File: src/rtl/rc6_pkg.sv
`default_nettype none
// ============================================================================
// Module      : rc6_pkg
// Description : Shared constants, the output serializer state type and a
//               ceiling-log2 helper used to size counters in the RC6 output
//               path.
// Revision    : 1.0 - initial release
// ============================================================================
package rc6_pkg;

    localparam int RC6_BLOCK_W = 128;
    localparam int RC6_WORD_W  = 32;
    localparam int RC6_OUT_W   = 8;

    typedef enum logic [0:0] {
        ST_IDLE = 1'b0,
        ST_SEND = 1'b1
    } rc6_ser_state_t;

    // Ceiling log2, never less than 1 so a counter always has at least one bit.
    function automatic int clog2(input int value);
        int w;
        w = 0;
        while ((1 << w) < value) begin
            w = w + 1;
        end
        return (w < 1) ? 1 : w;
    endfunction

endpackage
`default_nettype wire

File: src/rtl/rc6_out_serializer.sv
`default_nettype none
// ============================================================================
// Module      : rc6_out_serializer
// Description : Captures a DATA_W-bit RC6 result block on a load strobe and
//               streams it LSB-first as OUT_W-bit beats over a valid/ack
//               handshake. New blocks are accepted only when idle; loads
//               arriving while busy are dropped and flagged (sticky).
// Ports       : inClk      - clock, rising edge
//               inReset    - asynchronous active-high reset
//               inLoad     - strobe, inData holds a result block
//               inData     - result block
//               outReady   - idle, a load will be accepted
//               outByte    - current beat (0 when idle)
//               outValid   - outByte is valid
//               inAck      - downstream takes the beat this cycle
//               outLast    - current beat is the final beat of the block
//               outOverrun - sticky, a load was discarded while busy
// Revision    : 1.0 - initial release
// ============================================================================
module rc6_out_serializer
    import rc6_pkg::*;
#(
    parameter int DATA_W = RC6_BLOCK_W,
    parameter int OUT_W  = RC6_OUT_W
) (
    input  logic              inClk,
    input  logic              inReset,
    input  logic              inLoad,
    input  logic [DATA_W-1:0] inData,
    output logic              outReady,
    output logic [OUT_W-1:0]  outByte,
    output logic              outValid,
    input  logic              inAck,
    output logic              outLast,
    output logic              outOverrun
);

    localparam int BEATS = DATA_W / OUT_W;
    localparam int CNT_W = clog2(BEATS);
    localparam logic [CNT_W-1:0] c_LAST_BEAT = CNT_W'(BEATS - 1);

    rc6_ser_state_t    r_state;
    rc6_ser_state_t    w_next_state;
    logic [DATA_W-1:0] r_shreg;
    logic [CNT_W-1:0]  r_cnt;
    logic              r_overrun;
    logic              w_send;
    logic              w_last;
    logic              w_xfer;

    assign w_send = (r_state == ST_SEND);
    assign w_last = w_send && (r_cnt == c_LAST_BEAT);
    assign w_xfer = w_send && inAck;

    // ------------------------------------------------------------------
    // State register
    // ------------------------------------------------------------------
    always_ff @(posedge inClk or posedge inReset) begin
        if (inReset) begin
            r_state <= ST_IDLE;
        end else begin
            r_state <= w_next_state;
        end
    end

    // ------------------------------------------------------------------
    // Next-state logic
    // ------------------------------------------------------------------
    always_comb begin
        w_next_state = r_state;
        case (r_state)
            ST_IDLE: begin
                if (inLoad) begin
                    w_next_state = ST_SEND;
                end
            end
            ST_SEND: begin
                if (w_xfer && w_last) begin
                    w_next_state = ST_IDLE;
                end
            end
            default: w_next_state = ST_IDLE;
        endcase
    end

    // ------------------------------------------------------------------
    // Shift register, beat counter and sticky overrun flag
    // ------------------------------------------------------------------
    always_ff @(posedge inClk or posedge inReset) begin
        if (inReset) begin
            r_shreg   <= '0;
            r_cnt     <= '0;
            r_overrun <= 1'b0;
        end else begin
            if (r_state == ST_IDLE) begin
                if (inLoad) begin
                    r_shreg <= inData;
                    r_cnt   <= '0;
                end
            end else begin
                // A load while busy, even on the final-transfer cycle, is
                // dropped; the in-flight block is left untouched.
                if (inLoad) begin
                    r_overrun <= 1'b1;
                end
                if (w_xfer) begin
                    if (w_last) begin
                        r_shreg <= '0;
                        r_cnt   <= '0;
                    end else begin
                        r_shreg <= r_shreg >> OUT_W;
                        r_cnt   <= r_cnt + CNT_W'(1);
                    end
                end
            end
        end
    end

    // All outputs are decoded from registered state only.
    assign outReady   = (r_state == ST_IDLE);
    assign outValid   = w_send;
    assign outByte    = w_send ? r_shreg[OUT_W-1:0] : '0;
    assign outLast    = w_last;
    assign outOverrun = r_overrun;

endmodule
`default_nettype wire

File: config.mk
export PLATFORM = sky130hd
export DESIGN_NAME = rc6_out_serializer
export DESIGN_NICKNAME = d
export VERILOG_FILES = /design/src/rtl/rc6_pkg.sv /design/src/rtl/rc6_out_serializer.sv
export SDC_FILE = /design/constraint.sdc
export NUM_CORES = 1
export LEC_CHECK = 0
export BUFFER_PORTS_ARGS = -buffer_cell sky130_fd_sc_hd__buf_2
export CAP_MARGIN = 15
export CORE_ASPECT_RATIO = 0.5
export CORE_MARGIN = 4
export CORE_UTILIZATION = 39
export CTS_BUF_LIST = sky130_fd_sc_hd__clkbuf_2 sky130_fd_sc_hd__clkbuf_4 sky130_fd_sc_hd__clkbuf_8
export DETAILED_ROUTE_END_ITERATION = 10
export PLACE_DENSITY = 0.6
export SETUP_SLACK_MARGIN = 0.05
export SYNTH_ARGS = -nofsm -noshare
export SYNTH_HDL_FRONTEND = slang
export SYNTH_SLANG_ARGS = --single-unit
File: constraint.sdc
create_clock -name inClk -period 9.2 [get_ports inClk]
set_clock_uncertainty 0.05 [all_clocks]
set_input_delay 0.92 -clock inClk [delete_from_list [all_inputs] [get_ports inClk]]
set_output_delay 0.92 -clock inClk [all_outputs]
set_load 0.005 [all_outputs]
=== Word level (Yosys, flattened, before mapping) ===
Index checks and enable logic that the tools add are counted.

* $add $sub $neg: 1
* Multipliers: 0
* Divide/modulo/power cells: 0
* Magnitude comparators: 0
* Eq/ne operators: 2
* Shift-type cells: 0
* Mux-type cells: 12
* Bitwise logic cells: 1
* Reductions and logical operators: 6

{| class="wikitable"
|+ Operator list
! kind !! number
|-
| 128-bit two-way mux || 3
|-
| 120-bit two-way mux || 1
|-
| 4-bit two-way mux || 4
|-
| 8-bit two-way mux || 1
|-
| 4-bit by 1-bit adder with 4-bit output (second input constant) || 1
|-
| 4-bit equality test (second input constant) || 1
|-
| 2-bit AND reduction || 2
|-
| 1-bit logical AND || 3
|-
| 1-bit two-way mux || 2
|-
| 2-bit by 1-bit != test with 1-bit output (second input constant) || 1
|-
| 1-bit one-hot mux with 2 select lines || 1
|-
| 2-bit nonzero test || 1
|-
| 1-bit NOT || 1
|}

* Register bits after elaboration: 134
* Latch bits: 0
* RAM bits: 0
* Memory bits (read-only): 0
* Output and inout bits: 12
* Memories: 0

=== Depth between registers and ports, before layout ===
* Depth in word-level cells: 5
* Mapped depth: 6
* Depth with buffers taken out: 4

=== Worst setup path before layout ===
OpenSTA, ideal clock, no wires.

* Path kind: reg2out
* Start point: reg r_cnt[0]
* End point: out outLast
* Arrival: 1.073 ns
* Slack: 7.157 ns
* Stages on the path, launching flop included: 5
* Buffers on the path: 1
* Cell sequence: dfrtp_1 -> ha_1 -> nand3_2 -> clkbuf_1 -> nor2_1

* Cells in the longest elaborated chain, start to end: 2

{| class="wikitable"
|+ Ends and longest elaborated chain
! element !! line !! source
|-
| start: declaration || rc6_out_serializer.sv:45 || <nowiki>logic [CNT_W-1:0] r_cnt;</nowiki>
|-
| start signal: assignment || rc6_out_serializer.sv:112 || <nowiki>r_cnt <= r_cnt + CNT_W'(1);</nowiki>
|-
| 4-bit equality test || rc6_out_serializer.sv:52 || <nowiki>assign w_last = w_send && (r_cnt == c_LAST_BEAT);</nowiki>
|-
| 1-bit logical AND || rc6_out_serializer.sv:52 ||
|-
| end: declaration || rc6_out_serializer.sv:34 || <nowiki>output logic outLast,</nowiki>
|}

Every way passes these cells.

=== Final worst setup path ===
* Start point: reg r_state, in the netlist outValid
* End point: reg r_shreg[34]

* Cells in the longest elaborated chain, start to end: 4
* Elaborated cells between the ends (all ways): 8
* Classes of those cells: eq/ne (1); mux (3); reduce/logical (4)

{| class="wikitable"
|+ Ends and longest elaborated chain
! element !! line !! source
|-
| start: declaration || rc6_out_serializer.sv:42 || <nowiki>rc6_ser_state_t r_state;</nowiki>
|-
| start signal: assignment || rc6_out_serializer.sv:62 || <nowiki>r_state <= w_next_state;</nowiki>
|-
| 1-bit logical AND || rc6_out_serializer.sv:52 ||
|-
| 120-bit two-way mux || rc6_out_serializer.sv:107 || <nowiki>if (w_last) begin</nowiki>
|-
| 128-bit two-way mux || rc6_out_serializer.sv:106 || <nowiki>if (w_xfer) begin</nowiki>
|-
| 128-bit two-way mux || rc6_out_serializer.sv:95 || <nowiki>if (r_state == ST_IDLE) begin</nowiki>
|-
| end signal: assignment || rc6_out_serializer.sv:97 || <nowiki>r_shreg <= inData;</nowiki>
|-
| end signal: assignment || rc6_out_serializer.sv:111 || <nowiki>r_shreg <= r_shreg >> OUT_W;</nowiki>
|-
| end: declaration || rc6_out_serializer.sv:44 || <nowiki>logic [DATA_W-1:0] r_shreg;</nowiki>
|}

Several ways; a longest one is shown, not always the timed one. The select of a mux whose other input is x is not followed.
A chain may end at the register's enable or synchronous reset.

==> flow_summary.yaml <==
drt:
  ant_nets: 0
  wirelength_mm: 16.8
  vias: 5193
  drtPass1Iterations: 7
  wl_per_cell_um: 18.3
  drtIter0Drc: 384
  viasPerCell: 5.63
  drc: 0
worst_setup_path:
  crit_top_cell: "buf_4"
  crit_path_start_kind: "flip-flop"
  path_cells: "buf_4 -> mux2_8 -> buf_4 -> nor2_1 -> a21oi_1"
  cp.arrival_ps: 4140
  cp_data_required_time_ps: 9480
  crit_slowest_cell: "buf_4"
  cp_slowest_stage_delay_ps: 920
  cp-end-kind: "flip-flop"
  critical_path_class: "reg2reg"
  crit_fanout: 127
placement:
  io_buffers: 143
  dp.cells: 890
  place.gp.congestion: 0.736
  dpl.hpwl_mm: 10.4
die:
  initial_core_util: 0.399
  ios: 144
  die_w_um: 186
  die_h_um: 96.8
  rows: 32
  die-area_mm2: 0.0180
  coreArea_mm2: 0.0154
min_path:
  worstHoldPathType: "reg2reg"
clock_network:
  clk_pin_slew_worst_paths_ps: 70
  cts_resized: 0
  ctsHoldBuffers: 0
  cts_root_buf: "clkbuf_8"
  cts_setup_buffers: 0
  htreeDepth: 4
  clockBufferDepth: 2
  cts_sinks: 134
  cts_made_buffers: 17
  clk_latency_ps: 420
  cts_tree: "done"
logic_synthesis:
  synth-simple-area-share: 0.0934
  syn_inst: 607
  synthAdderAreaFrac: 0.00204
  yosys.area.top_type: "dfrtp_1"
  ys_seq_elements: 134
  synth_edf_count: 0
  synth_top_cell_area_share: 0.545
  syn-cell-area_mm2: 0.00615
  synth_area_leaders: "dfrtp_1, a32oi_1, a21oi_1"
  muxShareOfSynthArea: 0.00346
  synth_compound_area_frac: 0.288
  synth-xor-area-share: 0.00142
  ys_types: 30
  synth_ff_type: "dfrtp_1"
  synth_top_family_by_area: "compound AO/OA/AOI/OAI gates"
  syn_area_per_cell_um2: 10.1
  synthesis.nets: 740
  async_flop_share: 1.00
  ys_seq_area_frac: 0.545
  yosysWarningCount: 0
flow_run:
  drv_cap: 0
timing:
  slew_viol_final: 0
  setup_viol: 0
  tightest_slew_ps: 1000
  rsz0062_at_grt: "no"
  period_minus_slack_ps: 3860
  fmax_mhz: 259
  hold_viol: 0
  slew_headroom: 0.311
  period_share: 0.420
  fin_tns_setup_ps: 0
power_and_ir_drop:
  power_frac_seq: 0.456
  power_density_mw_per_mm2: 277
  p_clk_frac: 0.297
  switching_share: 0.314
  vdd_ir_drop_max_v: 0.0000947
  power.leakage_nw: 2.85
  p_sw_uw: 633
  p_int_mw: 1.38
  combinationalPowerShare: 0.247
final_layout:
  fillers: 1519
  synthToLayoutAreaGrowth_pct: 18.6
  diodes: 0
  drive_above_1_share: 0.259
  fin_cells: 922
  layout.nets: 838
grt:
  grt.total_usage: 0.184
  grt_pass1_vias: 5030
  antenna_found_initial: 0
  grt_pass1_wl_mm: 26.7
  grt_max_degree: 128
  grt.overflow.total: 0
run_status:
  outcome: "finished clean"
[Yosys cell counts, types with 2 or more instances]
library cell / number
dfrtp_1: 134
nor2_1: 121
buf_4: 3
a32oi_1: 119
buf_2: 42
a21oi_1: 121
inv_1: 3
and2_1: 9
nand2_1: 3
a22o_1: 9
buf_6: 9
clkbuf_1: 15
and3_1: 2
[power groups by stage]
stage | clock (mW) | combinational, mW | sequential (mW)
final | 0.598 | 0.499 | 0.919
after floorplan | 0 | 0.408 | 0.870
after global routing | 0.642 | 0.565 | 0.944
after detailed placement | 0 | 0.500 | 0.927
after CTS | 0.615 | 0.504 | 0.917
after global placement | 0 | 0.487 | 0.923
[kinds of logic (layout without fill, tap and decap cells)]
kind of cell | after synthesis | in the layout
compound gates | 255 | 255
xor+xnor | 1 | 1
fa+ha+maj | 1 | 1
buf+inv | 73 | 184
flops | 134 | 134
mux | 2 | 2
simple gates | 141 | 141
[cells in the final DEF (no fill, tap or decap), drive strengths merged]
| cell | synthesis | routed |
|---|---|---|
| clkinv | 0 | 6 |
| o22a | 1 | 1 |
| mux2 | 1 | 1 |
| ha | 1 | 1 |
| or2 | 1 | 1 |
| a22o | 9 | 9 |
| o21ai | 1 | 1 |
| o31ai | 1 | 1 |
| a32oi | 119 | 119 |
| nor2 | 121 | 121 |
| bufinv | 0 | 6 |
| a32o | 1 | 1 |
| or3 | 1 | 1 |
| nand2 | 4 | 4 |
| inv | 4 | 4 |
| and3 | 2 | 2 |
| and2 | 9 | 9 |
| mux2i | 1 | 1 |
| nand3 | 2 | 2 |
| buf | 54 | 148 |
| clkbuf | 15 | 20 |
| nor2b | 1 | 1 |
| xnor2 | 1 | 1 |
| a21o | 1 | 1 |
| a31oi | 1 | 1 |
| a21oi | 121 | 121 |
| dfrtp | 134 | 134 |
[layout make-up]
| cell class | count | area (um2) | share of cell area |
|---|---|---|---|
| tap | 204 | 255 | 0.0350 |
| inverter | 4 | 20.0 | 0.00275 |
| multi-input combinational | 400 | 2420 | 0.331 |
| clock buffer | 20 | 263 | 0.0360 |
| timing repair buffer | 148 | 753 | 0.103 |
| clock inverter | 12 | 225 | 0.0309 |
| sequential | 134 | 3360 | 0.461 |
[path summary, 6_finish.rpt]
kind                                             start                      end  slack, ps  depth (start not counted)
worst max-delay path                outValid$_DFF_PP0_  r_shreg[34]$_DFFE_PP0P_       5340                          5
worst min-delay path            outOverrun$_DFFE_PP0P_   outOverrun$_DFFE_PP0P_        400                          1
worst max register to register      outValid$_DFF_PP0_  r_shreg[34]$_DFFE_PP0P_       5340                          5
worst min register to register  outOverrun$_DFFE_PP0P_   outOverrun$_DFFE_PP0P_        400                          1
max in group asynchronous                      inReset     r_cnt[3]$_DFFE_PP0P_       7320                          3
min in group asynchronous                      inReset  r_shreg[55]$_DFFE_PP0P_        600                          2
[state kept, by name, indices dropped and copies added (netlist names)]
| signal | cells |
|---|---|
| r_shreg | 128 |
| r_cnt | 4 |
| outOverrun | 1 |
| outValid | 1 |
[worst max-delay path: cells and delay by family (launching register included)]
family,cells,cell delay (ps)
AO/OA/AOI/OAI,1,180
buffers and inverters,2,1660
flip-flops,1,910
multiplexers,1,770
AND/OR/NAND/NOR,1,90
[per-stage QoR]
step | hold WS [ps] | setup WS (ps) | util | power [mW] | instance area, um2
floorplan | 401 | 4650 | - | 1.28 | 6150
detailed placement | 393 | 5430 | 0.441 | 1.43 | 6800
global placement | 386 | 5510 | 0.441 | 1.41 | 6800
CTS | 411 | 5360 | 0.473 | 2.04 | 7290
global route | 430 | 5020 | 0.473 | 2.15 | 7290
finish | 404 | 5340 | 0.473 | 2.02 | 7290
[routing by layer]
layer	up-vias	global-route usage	share of wire
met5	-	0	0
met4	0	0.0453	0.0045
met3	6	0.0331	0.047
met2	114	0.274	0.46
met1	2580	0.281	0.49
li1	2493	-	-
Power figures use the tool's default switching activity.
